### config.mk
export PLATFORM = sky130hd
export DESIGN_NAME = drum_hit_detector
export DESIGN_NICKNAME = d
export VERILOG_FILES = /design/src/rtl/drum_pkg.sv /design/src/rtl/drum_hit_channel.sv /design/src/rtl/drum_hit_detector.sv
export SDC_FILE = /design/constraint.sdc
export NUM_CORES = 1
export LEC_CHECK = 0
export CAP_MARGIN = 20
export CORE_MARGIN = 3
export CORE_UTILIZATION = 49
export CTS_CLUSTER_SIZE = 20
export DETAILED_ROUTE_END_ITERATION = 16
export DONT_BUFFER_PORTS = 1
export PLACE_DENSITY = 0.74
export SYNTH_ARGS = -nofsm -noshare
export SYNTH_HDL_FRONTEND = slang
export SYNTH_HIERARCHICAL = 1
export SYNTH_SLANG_ARGS = --single-unit
export TNS_END_PERCENT = 10
### constraint.sdc
create_clock -name clk -period 7.5 [get_ports clk]
set_clock_uncertainty 0.15 [all_clocks]
set_input_delay 0.75 -clock clk [delete_from_list [all_inputs] [get_ports clk]]
set_output_delay 0.75 -clock clk [all_outputs]
set_load 0.02 [all_outputs]
### src/rtl/drum_pkg.sv
`default_nettype none
// ----------------------------------------------------------------------------
// Module   : drum_pkg
// Brief    : Shared channel state encoding, default constants and level
//            saturation helper for the drum-pad hit detector.
// Revision : 1.0
// ----------------------------------------------------------------------------
package drum_pkg;

    localparam int MIN_DELTA = 5;
    localparam int LEVEL_W   = 7;
    localparam int CAL_LOG2  = 3;

    typedef enum logic [2:0] {
        ST_CAL     = 3'd0,
        ST_IDLE    = 3'd1,
        ST_ATTACK  = 3'd2,
        ST_REPORT  = 3'd3,
        ST_HOLDOFF = 3'd4,
        ST_REARM   = 3'd5
    } state_t;

    // Clamp x to the largest value representable in w bits.
    function automatic logic [31:0] sat_level(input logic [31:0] x, input int w);
        logic [31:0] lim;
        lim = (32'd1 << w) - 32'd1;
        return (x > lim) ? lim : x;
    endfunction

endpackage
`default_nettype wire

### src/rtl/drum_hit_channel.sv
`default_nettype none
// ----------------------------------------------------------------------------
// Module   : drum_hit_channel
// Brief    : One sensor channel: baseline calibration, live level and
//            peak-hold hit detection with retrigger holdoff.
// Revision : 1.0
// ----------------------------------------------------------------------------
module drum_hit_channel #(
    parameter int SW          = 8,
    parameter int LEVEL_W     = drum_pkg::LEVEL_W,
    parameter int MIN_DELTA   = drum_pkg::MIN_DELTA,
    parameter int CAL_LOG2    = drum_pkg::CAL_LOG2,
    parameter int HOLDOFF_SMP = 4
) (
    input  logic               clk,
    input  logic               rst_n,
    input  logic               i_calibrate,
    input  logic               i_valid,
    input  logic [SW-1:0]      i_sample,
    output logic               o_busy,
    output logic               o_indicator,
    output logic [LEVEL_W-1:0] o_level,
    output logic               o_hit_valid,
    output logic [LEVEL_W-1:0] o_hit_level
);
    import drum_pkg::*;

    localparam int ACC_W = SW + CAL_LOG2;
    localparam int HW    = $clog2(HOLDOFF_SMP + 2);
    localparam logic [CAL_LOG2:0] c_CAL_LAST  = (CAL_LOG2+1)'((1 << CAL_LOG2) - 1);
    localparam logic [HW-1:0]     c_HOLD_INIT = HW'(HOLDOFF_SMP);

    state_t               r_state, w_state_nxt;
    logic [SW-1:0]        r_thr;
    logic [ACC_W-1:0]     r_acc;
    logic [CAL_LOG2:0]    r_cnt;
    logic [SW-1:0]        r_peak, w_peak_nxt;
    logic [HW-1:0]        r_hold, w_hold_nxt;
    logic                 r_ind;
    logic [LEVEL_W-1:0]   r_level;
    logic                 r_hit_valid;
    logic [LEVEL_W-1:0]   r_hit_level;

    logic [SW-1:0]        w_delta;
    logic                 w_above;
    logic [LEVEL_W-1:0]   w_level;
    logic [LEVEL_W-1:0]   w_peak_level;
    logic [ACC_W-1:0]     w_acc_sum;
    logic                 w_report;

    assign w_delta      = (i_sample > r_thr) ? (i_sample - r_thr) : '0;
    assign w_above      = (32'(w_delta) > MIN_DELTA);
    assign w_level      = LEVEL_W'(sat_level(32'(w_delta), LEVEL_W));
    assign w_peak_level = LEVEL_W'(sat_level(32'(r_peak), LEVEL_W));
    assign w_acc_sum    = r_acc + ACC_W'(i_sample);
    // A calibrate pulse landing in the report cycle suppresses that hit.
    assign w_report     = (r_state == ST_REPORT) && !i_calibrate;

    always_comb begin
        w_state_nxt = r_state;
        w_peak_nxt  = r_peak;
        w_hold_nxt  = r_hold;
        if (i_calibrate) begin
            w_state_nxt = ST_CAL;
        end else begin
            case (r_state)
                ST_CAL: begin
                    if (i_valid && (r_cnt == c_CAL_LAST)) w_state_nxt = ST_IDLE;
                end
                ST_IDLE: begin
                    if (i_valid && w_above) begin
                        w_state_nxt = ST_ATTACK;
                        w_peak_nxt  = w_delta;
                    end
                end
                ST_ATTACK: begin
                    if (i_valid) begin
                        if (w_above && (w_delta >= r_peak)) w_peak_nxt  = w_delta;
                        else                                w_state_nxt = ST_REPORT;
                    end
                end
                ST_REPORT: begin
                    w_hold_nxt  = c_HOLD_INIT;
                    w_state_nxt = ST_HOLDOFF;
                end
                ST_HOLDOFF: begin
                    if (i_valid) begin
                        if (r_hold <= HW'(1)) begin
                            w_hold_nxt  = '0;
                            w_state_nxt = ST_REARM;
                        end else begin
                            w_hold_nxt  = r_hold - HW'(1);
                        end
                    end
                end
                ST_REARM: begin
                    if (i_valid && !w_above) w_state_nxt = ST_IDLE;
                end
                default: w_state_nxt = ST_IDLE;
            endcase
        end
    end

    always_ff @(posedge clk) begin
        if (!rst_n) begin
            r_state     <= ST_IDLE;
            r_thr       <= '0;
            r_acc       <= '0;
            r_cnt       <= '0;
            r_peak      <= '0;
            r_hold      <= '0;
            r_ind       <= 1'b0;
            r_level     <= '0;
            r_hit_valid <= 1'b0;
            r_hit_level <= '0;
        end else begin
            r_state     <= w_state_nxt;
            r_peak      <= w_peak_nxt;
            r_hold      <= w_hold_nxt;
            r_hit_valid <= w_report;
            r_hit_level <= w_report ? w_peak_level : '0;
            if (i_calibrate) begin
                r_acc   <= '0;
                r_cnt   <= '0;
                r_ind   <= 1'b0;
                r_level <= '0;
            end else if (r_state == ST_CAL) begin
                r_ind   <= 1'b0;
                r_level <= '0;
                if (i_valid) begin
                    r_acc <= w_acc_sum;
                    r_cnt <= r_cnt + (CAL_LOG2+1)'(1);
                    if (r_cnt == c_CAL_LAST) r_thr <= SW'(w_acc_sum >> CAL_LOG2);
                end
            end else if (i_valid) begin
                r_ind   <= w_above;
                r_level <= w_above ? w_level : '0;
            end
        end
    end

    assign o_busy      = (r_state == ST_CAL);
    assign o_indicator = r_ind;
    assign o_level     = r_level;
    assign o_hit_valid = r_hit_valid;
    assign o_hit_level = r_hit_level;

endmodule
`default_nettype wire

### src/rtl/drum_hit_detector.sv
`default_nettype none
// ----------------------------------------------------------------------------
// Module   : drum_hit_detector
// Brief    : Multi-channel drum-pad front end; one independent hit detector
//            per ADC channel, with a shared calibration busy flag.
// Revision : 1.0
// ----------------------------------------------------------------------------
module drum_hit_detector #(
    parameter int NUM_CH      = 2,
    parameter int DATA_W      = 16,
    parameter int SMP_MSB     = 9,
    parameter int SMP_LSB     = 2,
    parameter int LEVEL_W     = drum_pkg::LEVEL_W,
    parameter int MIN_DELTA   = drum_pkg::MIN_DELTA,
    parameter int CAL_LOG2    = drum_pkg::CAL_LOG2,
    parameter int HOLDOFF_SMP = 4
) (
    input  logic                      clk,
    input  logic                      rst_n,
    input  logic                      calibrate,
    input  logic                      data_valid,
    input  logic [NUM_CH*DATA_W-1:0]  data_in,
    output logic                      cal_busy,
    output logic [NUM_CH-1:0]         sound_indicator,
    output logic [NUM_CH*LEVEL_W-1:0] sound_level,
    output logic [NUM_CH-1:0]         hit_valid,
    output logic [NUM_CH*LEVEL_W-1:0] hit_level
);
    import drum_pkg::*;

    localparam int SW = SMP_MSB - SMP_LSB + 1;

    logic [NUM_CH-1:0] w_busy;
    // Bits outside the sample field are don't-care padding from the ADC.
    logic              w_unused_bits;

    assign w_unused_bits = ^data_in;

    for (genvar c = 0; c < NUM_CH; c++) begin : g_ch
        drum_hit_channel #(
            .SW          (SW),
            .LEVEL_W     (LEVEL_W),
            .MIN_DELTA   (MIN_DELTA),
            .CAL_LOG2    (CAL_LOG2),
            .HOLDOFF_SMP (HOLDOFF_SMP)
        ) u_ch (
            .clk         (clk),
            .rst_n       (rst_n),
            .i_calibrate (calibrate),
            .i_valid     (data_valid),
            .i_sample    (data_in[c*DATA_W+SMP_LSB +: SW]),
            .o_busy      (w_busy[c]),
            .o_indicator (sound_indicator[c]),
            .o_level     (sound_level[c*LEVEL_W +: LEVEL_W]),
            .o_hit_valid (hit_valid[c]),
            .o_hit_level (hit_level[c*LEVEL_W +: LEVEL_W])
        );
    end

    assign cal_busy = |w_busy;

endmodule
`default_nettype wire

==> out/results.ini, run 1 <==
[run_status]
status=completed

[worst_setup_path]
crit_buf_inv=1
r2r_end=g_ch[1].u_ch/r_state[1]
r2r_start=g_ch[1].u_ch/r_thr[0]
reg2reg_depth=16
end_kind=flop
worst-r2r-setup-slack_ns=3.36
worstPathRequired_ns=7.62
crit_arrival_ns=4.35
cp.depth=17
critPathMaxStageDelay_ns=0.75
crit_slowest_cell=o32ai_2
crit_family=compound AO/OA/AOI/OAI gates
startpoint=data_in[18]
cp-start-kind=input port
cp-endpoint=g_ch[1].u_ch/r_state[1]
cp_max_fo=12
worstPathCellList=inv_1 -> ha_1 -> fa_1 -> nand2b_1 -> a21oi_2 -> nor2b_1 -> o32ai_2 -> o21ba_2 -> ha_1 -> a21o_1 -> a21oi_1 -> o21ai_0 -> a21oi_1 -> a2bb2oi_1 -> o22ai_2 -> or3_1 -> a211oi_2
crit_type=input port to flop

[global_route]
grt_pass1_vias=5146
grtUsageTotal_pct=19.7
grt.overflow.total=0
antenna_found_initial=0
grt_first_pass_wirelength_um=23600
grt_max_degree=36

[placed_design]
dp_cells=905
port-buffer-count=0
place_area_mm2=0.00643
post-place-ws_ns=2.96
dpl.hpwl_um=10200
gp_congestion=0.818

[clock_tree]
ctsResizeCount=0
ctsHtreeMaxLevel=3
postCtsSetupRepairBufs=0
numCtsBuffers=9
root_buffer=clkbuf_16
clk_pin_slew_ns=0.07
clkLatencyLatePin_ns=0.35
hold_buffers=0
cts_max_path_buffers=2
cts_tree=done
cts_sinks=106

[cells_and_area]
mostFrequentLayoutCells=dfxtp_1, nor2_1, nand2_1, a21oi_1, inv_1
finalNetCount=842
layout_commonest_cell=dfxtp_1
fin_util_pct=54.7
antenna_cells=0
fin_cells=921
drive_gt1_share_pct=5.71
fillers=1146
syn_to_final_growth_pct=6.66
final_cell_area_mm2=0.00673

[synth]
ys_ff_latch=106
synth_top_family_by_area=simple AND/OR/NAND/NOR gates
synthMuxAreaShare_pct=4.93
avgSynthCellArea_um2=8.27
synthAdderAreaFrac_pct=12.0
synth-main-ff-cell=dfxtp_1
synth_warnings=6
ys_seq_area_share_pct=33.6
synth_edf_count=0
synth_area_mm2=0.00631
postSynth.asyncResetShare_pct=0
yosysUniqueCellTypes=74
synth_compound_area_share_pct=19.4
synthXorXnorAreaFrac_pct=4.16
yosys.area_share.simple_pct=20.7
synthCells=763
synth_nets=857

[detailed_routing]
viasPerCell=5.71
avgRoutedWirePerCell_um=14.9
drtIter0Drc=316
first_pass_iters=7
drc_errors=0
vias=5259
antenna_left=0
finalWirelength_um=13700

[min_path]
hold_path.class=flop to flop
holdPathStages=2

[floorplanning]
ioPinCount=69
rows=40
fp.coreArea_mm2=0.0123
dieHeight_um=120
die_w_um=120
die_area_mm2=0.0143
start_util_pct=51.3

[timing]
relSlewSlack_pct=32.3
fin_ws_ns=3.27
hold_viol=0
worst_pin_slew_ns=1.01
final.min_clock_period_ns=4.23
fin_crit_sh_pct=56.4
rsz0062_at_grt=false
setup_tns_ns=0
slew_violations=0
fin_hold_ws_ns=0.310
setup_viol=0
max_freq_ghz=0.237

[flow_run]
max_cap_viol_count=0

[power]
powerDensity_mw_per_mm2=187
ir_drop_mv=0.103
p_leak_nw=2.60
total_power_mw=1.26

-- how the worst min path moves through the flow --
stage	start	endpoint	slack (ns)
final	g_ch[1].u_ch/r_acc[0]	g_ch[1].u_ch/r_acc[0]	0.31
after floorplan	g_ch[0].u_ch/r_peak[1]	g_ch[0].u_ch/r_peak[1]	0.29
after global placement	g_ch[1].u_ch/r_acc[0]	g_ch[1].u_ch/r_acc[0]	0.30
after global routing	data_valid	g_ch[0].u_ch/o_level[6]	0.33
after CTS	g_ch[1].u_ch/r_acc[7]	g_ch[1].u_ch/r_acc[7]	0.32
after detailed placement	g_ch[0].u_ch/r_peak[6]	g_ch[0].u_ch/r_peak[6]	0.30
-- Yosys cell counts, drive strengths merged, types with 4 or more instances --
master	n	area [um^2]
o31ai	4	30.0
a21o	7	52.6
ha	54	676
mux2i	30	300
dfxtp	106	2120
nand3	10	55.1
o21ai	30	150
and3	5	31.3
nand2	73	274
buf	5	22.5
o21a	6	45.0
nor2	95	357
xnor2	15	131
clkbuf	23	86.3
xor2	15	131
inv	57	214
nor3	20	110
a21boi	10	75.1
nand4	10	68.8
nand2b	16	100
o211ai	6	45.0
nor2b	13	81.3
a211oi	16	125
a31oi	9	86.3
fa	4	80.1
a21oi	60	312
o22ai	5	37.5
or2	7	43.8
or3	9	61.3
-- cells by family (layout without fill, tap and decap cells) --
kind of cell	Yosys count	after routing
XOR/XNOR	30	30
flip-flops	106	106
adder cells (fa/ha/maj)	58	58
AO/OA/AOI/OAI	179	179
multiplexers	31	31
buffers and inverters	87	77
AND/OR/NAND/NOR	272	272
-- sequential cells by signal, summed over array words and instances, names as in the netlist --
register               flops
g_ch.u_ch/o_hit_level     14
g_ch.u_ch/o_indicator      2
g_ch.u_ch/o_hit_valid      2
g_ch.u_ch/r_thr           16
g_ch.u_ch/o_level         14
g_ch.u_ch/r_acc           22
g_ch.u_ch/r_hold           6
g_ch.u_ch/r_cnt            8
g_ch.u_ch/r_state          6
g_ch.u_ch/r_peak          16
-- per-layer routing --
metal  GRT usage [%]  up-vias  part of all wire, %
met5               0        -                    0
met4            8.16        0                  1.8
met3            3.02       24                  4.0
met2            33.4      100                   48
met1            24.9     2504                   47
li1                -     2631                    -
-- report_power, final --
part	switching, mW	total, mW	internal, mW
combinational	0.116	0.190	0.0740
sequential	0.0142	0.588	0.574
clock	0.213	0.484	0.271
total	0.343	1.26	0.919
-- worst min-delay path, delay by kind of cell (launching register included) --
family | cells | cell delay (ns)
flops | 1 | 0.31
simple gates | 1 | 0.05
compound gates | 1 | 0.05
-- cell type report --
| type | count | area [um^2] | share of cell area [%] |
|---|---|---|---|
| timing repair buffer | 2 | 15.0 | 0.223 |
| tap | 168 | 210 | 3.12 |
| sequential | 106 | 2120 | 31.5 |
| clock buffer | 11 | 243 | 3.60 |
| multi-input combinational | 570 | 3860 | 57.3 |
| inverter | 59 | 221 | 3.29 |
| clock inverter | 5 | 61.3 | 0.910 |
Note: power is estimated with default switching activity, not from simulation.
==> inputs of run 2 (changes only) <==
==> constraint.sdc (replaced) <==
create_clock -name clk -period 3.9 [get_ports clk]
set_clock_uncertainty 0.15 [all_clocks]
set_input_delay 0.39 -clock clk [delete_from_list [all_inputs] [get_ports clk]]
set_output_delay 0.39 -clock clk [all_outputs]
set_load 0.02 [all_outputs]
==> out/results.ini, run 2 (synthesis results as in run 1) <==
[cells_and_area]
reg.largest.list=g_ch.u_ch/r_acc x22, g_ch.u_ch/r_peak x16, g_ch.u_ch/r_thr x16  ; unchanged
antenna_cells=0  ; unchanged
largest_reg_flops=22  ; unchanged
drive_gt1_share_pct=8.45  ; was 5.71%
syn_to_final_growth_pct=9.27  ; was 6.66%
multi_input_area_mm2=0.00390  ; was 0.00386 mm^2
seqCellArea_mm2=0.00212  ; unchanged
fin_util_pct=56.0  ; was 54.7%
fillers=1112  ; was 1146
top_register=g_ch.u_ch/r_acc  ; unchanged
mostFrequentLayoutCells=dfxtp_1, nor2_1, nand2_1, a21oi_1, inv_1  ; unchanged
finalNetCount=858  ; was 842
layout_commonest_cell=dfxtp_1  ; unchanged
fin_cells=937  ; was 921

[detailed_routing]
antenna_left=0  ; unchanged
avgRoutedWirePerCell_um=15.0  ; was 14.9 um
vias=5294  ; was 5259
drtIter0Drc=293  ; was 316
first_pass_iters=4  ; was 7
viasPerCell=5.65  ; was 5.71
finalWirelength_um=14100  ; was 13700 um
drc_errors=0  ; unchanged

[power]
combinationalPowerShare_pct=16.2  ; was 15.1%
ir_drop_mv=0.257  ; was 0.103 mV
p_leak_nw=2.67  ; was 2.60 nW
p_int_mw=1.77  ; was 0.919 mW
total_power_mw=2.44  ; was 1.26 mW
p_sw_mw=0.676  ; was 0.343 mW
p_seq_share_pct=46.3  ; was 46.6%
powerDensity_mw_per_mm2=354  ; was 187 mW/mm^2
clkPwrFrac_pct=37.4  ; was 38.3%
switching_share_pct=27.7  ; was 27.2%

[worst_setup_path]
cp_max_fo=8  ; was 12
crit_buf_inv=2  ; was 1
r2r_start=g_ch[0].u_ch/r_thr[1]  ; was g_ch[1].u_ch/r_thr[0]
critPathMaxStageDelay_ns=0.45  ; was 0.75 ns
cp-start-kind=flop  ; was input port
worstPathCellList=inv_1 -> ha_1 -> nand2b_1 -> a211oi_1 -> o41ai_1 -> xor2_1 -> nand2b_1 -> inv_1 -> ha_1 -> nand4_1 -> nor3_1 -> a2bb2oi_1 -> nand2_1 -> nand3_2 -> mux2i_1  ; was inv_1 -> ha_1 -> fa_1 -> nand2b_1 -> a21oi_2 -> nor2b_1 -> o32ai_2 -> o21ba_2 -> ha_1 -> a21o_1 -> a21oi_1 -> o21ai_0 -> a21oi_1 -> a2bb2oi_1 -> o22ai_2 -> or3_1 -> a211oi_2
crit_slowest_cell=xor2_1  ; was o32ai_2
crit_family=simple AND/OR/NAND/NOR gates  ; was compound AO/OA/AOI/OAI gates
end_kind=flop  ; unchanged
worst-r2r-setup-slack_ns=0.19  ; was 3.36 ns
r2r_end=g_ch[0].u_ch/r_peak[1]  ; was g_ch[1].u_ch/r_state[1]
crit_type=flop to flop  ; was input port to flop
reg2reg_depth=15  ; was 16
worstPathRequired_ns=4.02  ; was 7.62 ns
crit_arrival_ns=3.83  ; was 4.35 ns

[timing]
hold_viol=0  ; unchanged
slew_violations=0  ; unchanged
rsz0062_at_grt=true  ; was false
max_freq_ghz=0.270
fin_crit_sh_pct=95.0
relSlewSlack_pct=32.1  ; was 32.3%
final.min_clock_period_ns=3.71
setup_viol=0  ; unchanged
worst_pin_slew_ns=1.01  ; about the same

[clock_tree]
clkLatencyLatePin_ns=0.35  ; about the same
ctsHtreeMaxLevel=3  ; unchanged
numCtsBuffers=9  ; unchanged
cts_max_path_buffers=2  ; unchanged
root_buffer=clkbuf_16  ; unchanged
clk_pin_slew_ns=0.07  ; about the same
cts_sinks=106  ; unchanged
cts_tree=done  ; unchanged

[run_status]
status=completed  ; unchanged

[placed_design]
gp_congestion=0.892  ; was 0.818
dpl.hpwl_um=10600  ; was 10200 um
dp_cells=918  ; was 905
port-buffer-count=0  ; unchanged

[global_route]
antenna_found_initial=0  ; unchanged
grt_max_degree=32  ; was 36
grt_first_pass_wirelength_um=23500  ; was 23600 um
grt_pass1_vias=5058  ; was 5146
grtUsageTotal_pct=19.7  ; about the same
grt.overflow.total=0  ; unchanged

[min_path]
hold_path.class=input port to flop  ; was flop to flop
worst_hold_path.endpoint=g_ch[1].u_ch/r_state[0]  ; was g_ch[1].u_ch/r_acc[0]
holdPathStages=1  ; was 2
hp-start=calibrate  ; was g_ch[1].u_ch/r_acc[0]

[floorplanning]
start_util_pct=51.3  ; unchanged
die_area_mm2=0.0143  ; unchanged
ioPinCount=69  ; unchanged
die_w_um=120  ; unchanged
fp.coreArea_mm2=0.0123  ; unchanged
dieHeight_um=120  ; unchanged
rows=40  ; unchanged

[flow_run]
max_cap_viol_count=0  ; unchanged

==> run 2: power groups by stage <==
stage               clock network, mW  logic, mW  registers [mW]
finish                          0.915      0.397            1.13
global route                    0.974      0.441            1.13
CTS                             0.939      0.386            1.13
detailed placement                  0      0.380            1.16
global placement                    0      0.365            1.16
floorplan                           0      0.304            1.15
==> run 2: timing repair <==
item,CTS,global route
hold buffers,2,0
buffers inserted,0,1
hold endpoints to repair,7,0
setup endpoints to repair,0,19
gates resized for setup,0,11
==> run 2: per-stage QoR <==
step	hold slack, ns	setup WS (ns)	cell area (um^2)	TNS, ns
detailed placement	0.306	-0.0280	6530	-0.0280
finish	0.0266	0.195	6900	0
floorplan	0.288	0.0480	6310	0
global route	0.0328	-0.0347	6900	-0.0439
CTS	0.0142	0.0592	6850	0
global placement	0.295	0.115	6530	0
==> run 2: final cells by class <==
cell class              count  area share [%]
clock inverters             7            1.11
inverters                  59            3.21
well taps                 168            3.05
clock buffers               9            3.26
multi-input cells         570            56.6
flip-flops and latches    106            30.8
repair buffers             18            2.03
==> run 2: how the worst max path moves through the flow <==
stage                                         end             startpoint  slack [ns]  cells past startpoint
final                      g_ch[0].u_ch/r_peak[1]  g_ch[0].u_ch/r_thr[1]        0.19                     15
after global routing       g_ch[0].u_ch/r_peak[1]  g_ch[0].u_ch/r_thr[1]       -0.03                     15
after CTS                 g_ch[1].u_ch/r_state[1]  g_ch[1].u_ch/r_thr[0]        0.06                     17
after detailed placement  g_ch[1].u_ch/r_state[1]            data_in[18]       -0.03                     18
after global placement    g_ch[1].u_ch/r_state[1]            data_in[18]        0.11                     18
after floorplan           g_ch[1].u_ch/r_state[1]            data_in[18]        0.05                     18
==> run 2: layer usage <==
| layer | vias up | wire length, um | part of all wire (%) | global-route usage, % |
|---|---|---|---|---|
| met2 | 112 | 6680 | 47 | 33.6 |
| met5 | - | 0 | 0 | 0 |
| met4 | 0 | 195 | 1.4 | 7.09 |
| li1 | 2663 | - | - | - |
| met3 | 13 | 571 | 4.0 | 2.87 |
| met1 | 2506 | 6650 | 47 | 25.4 |
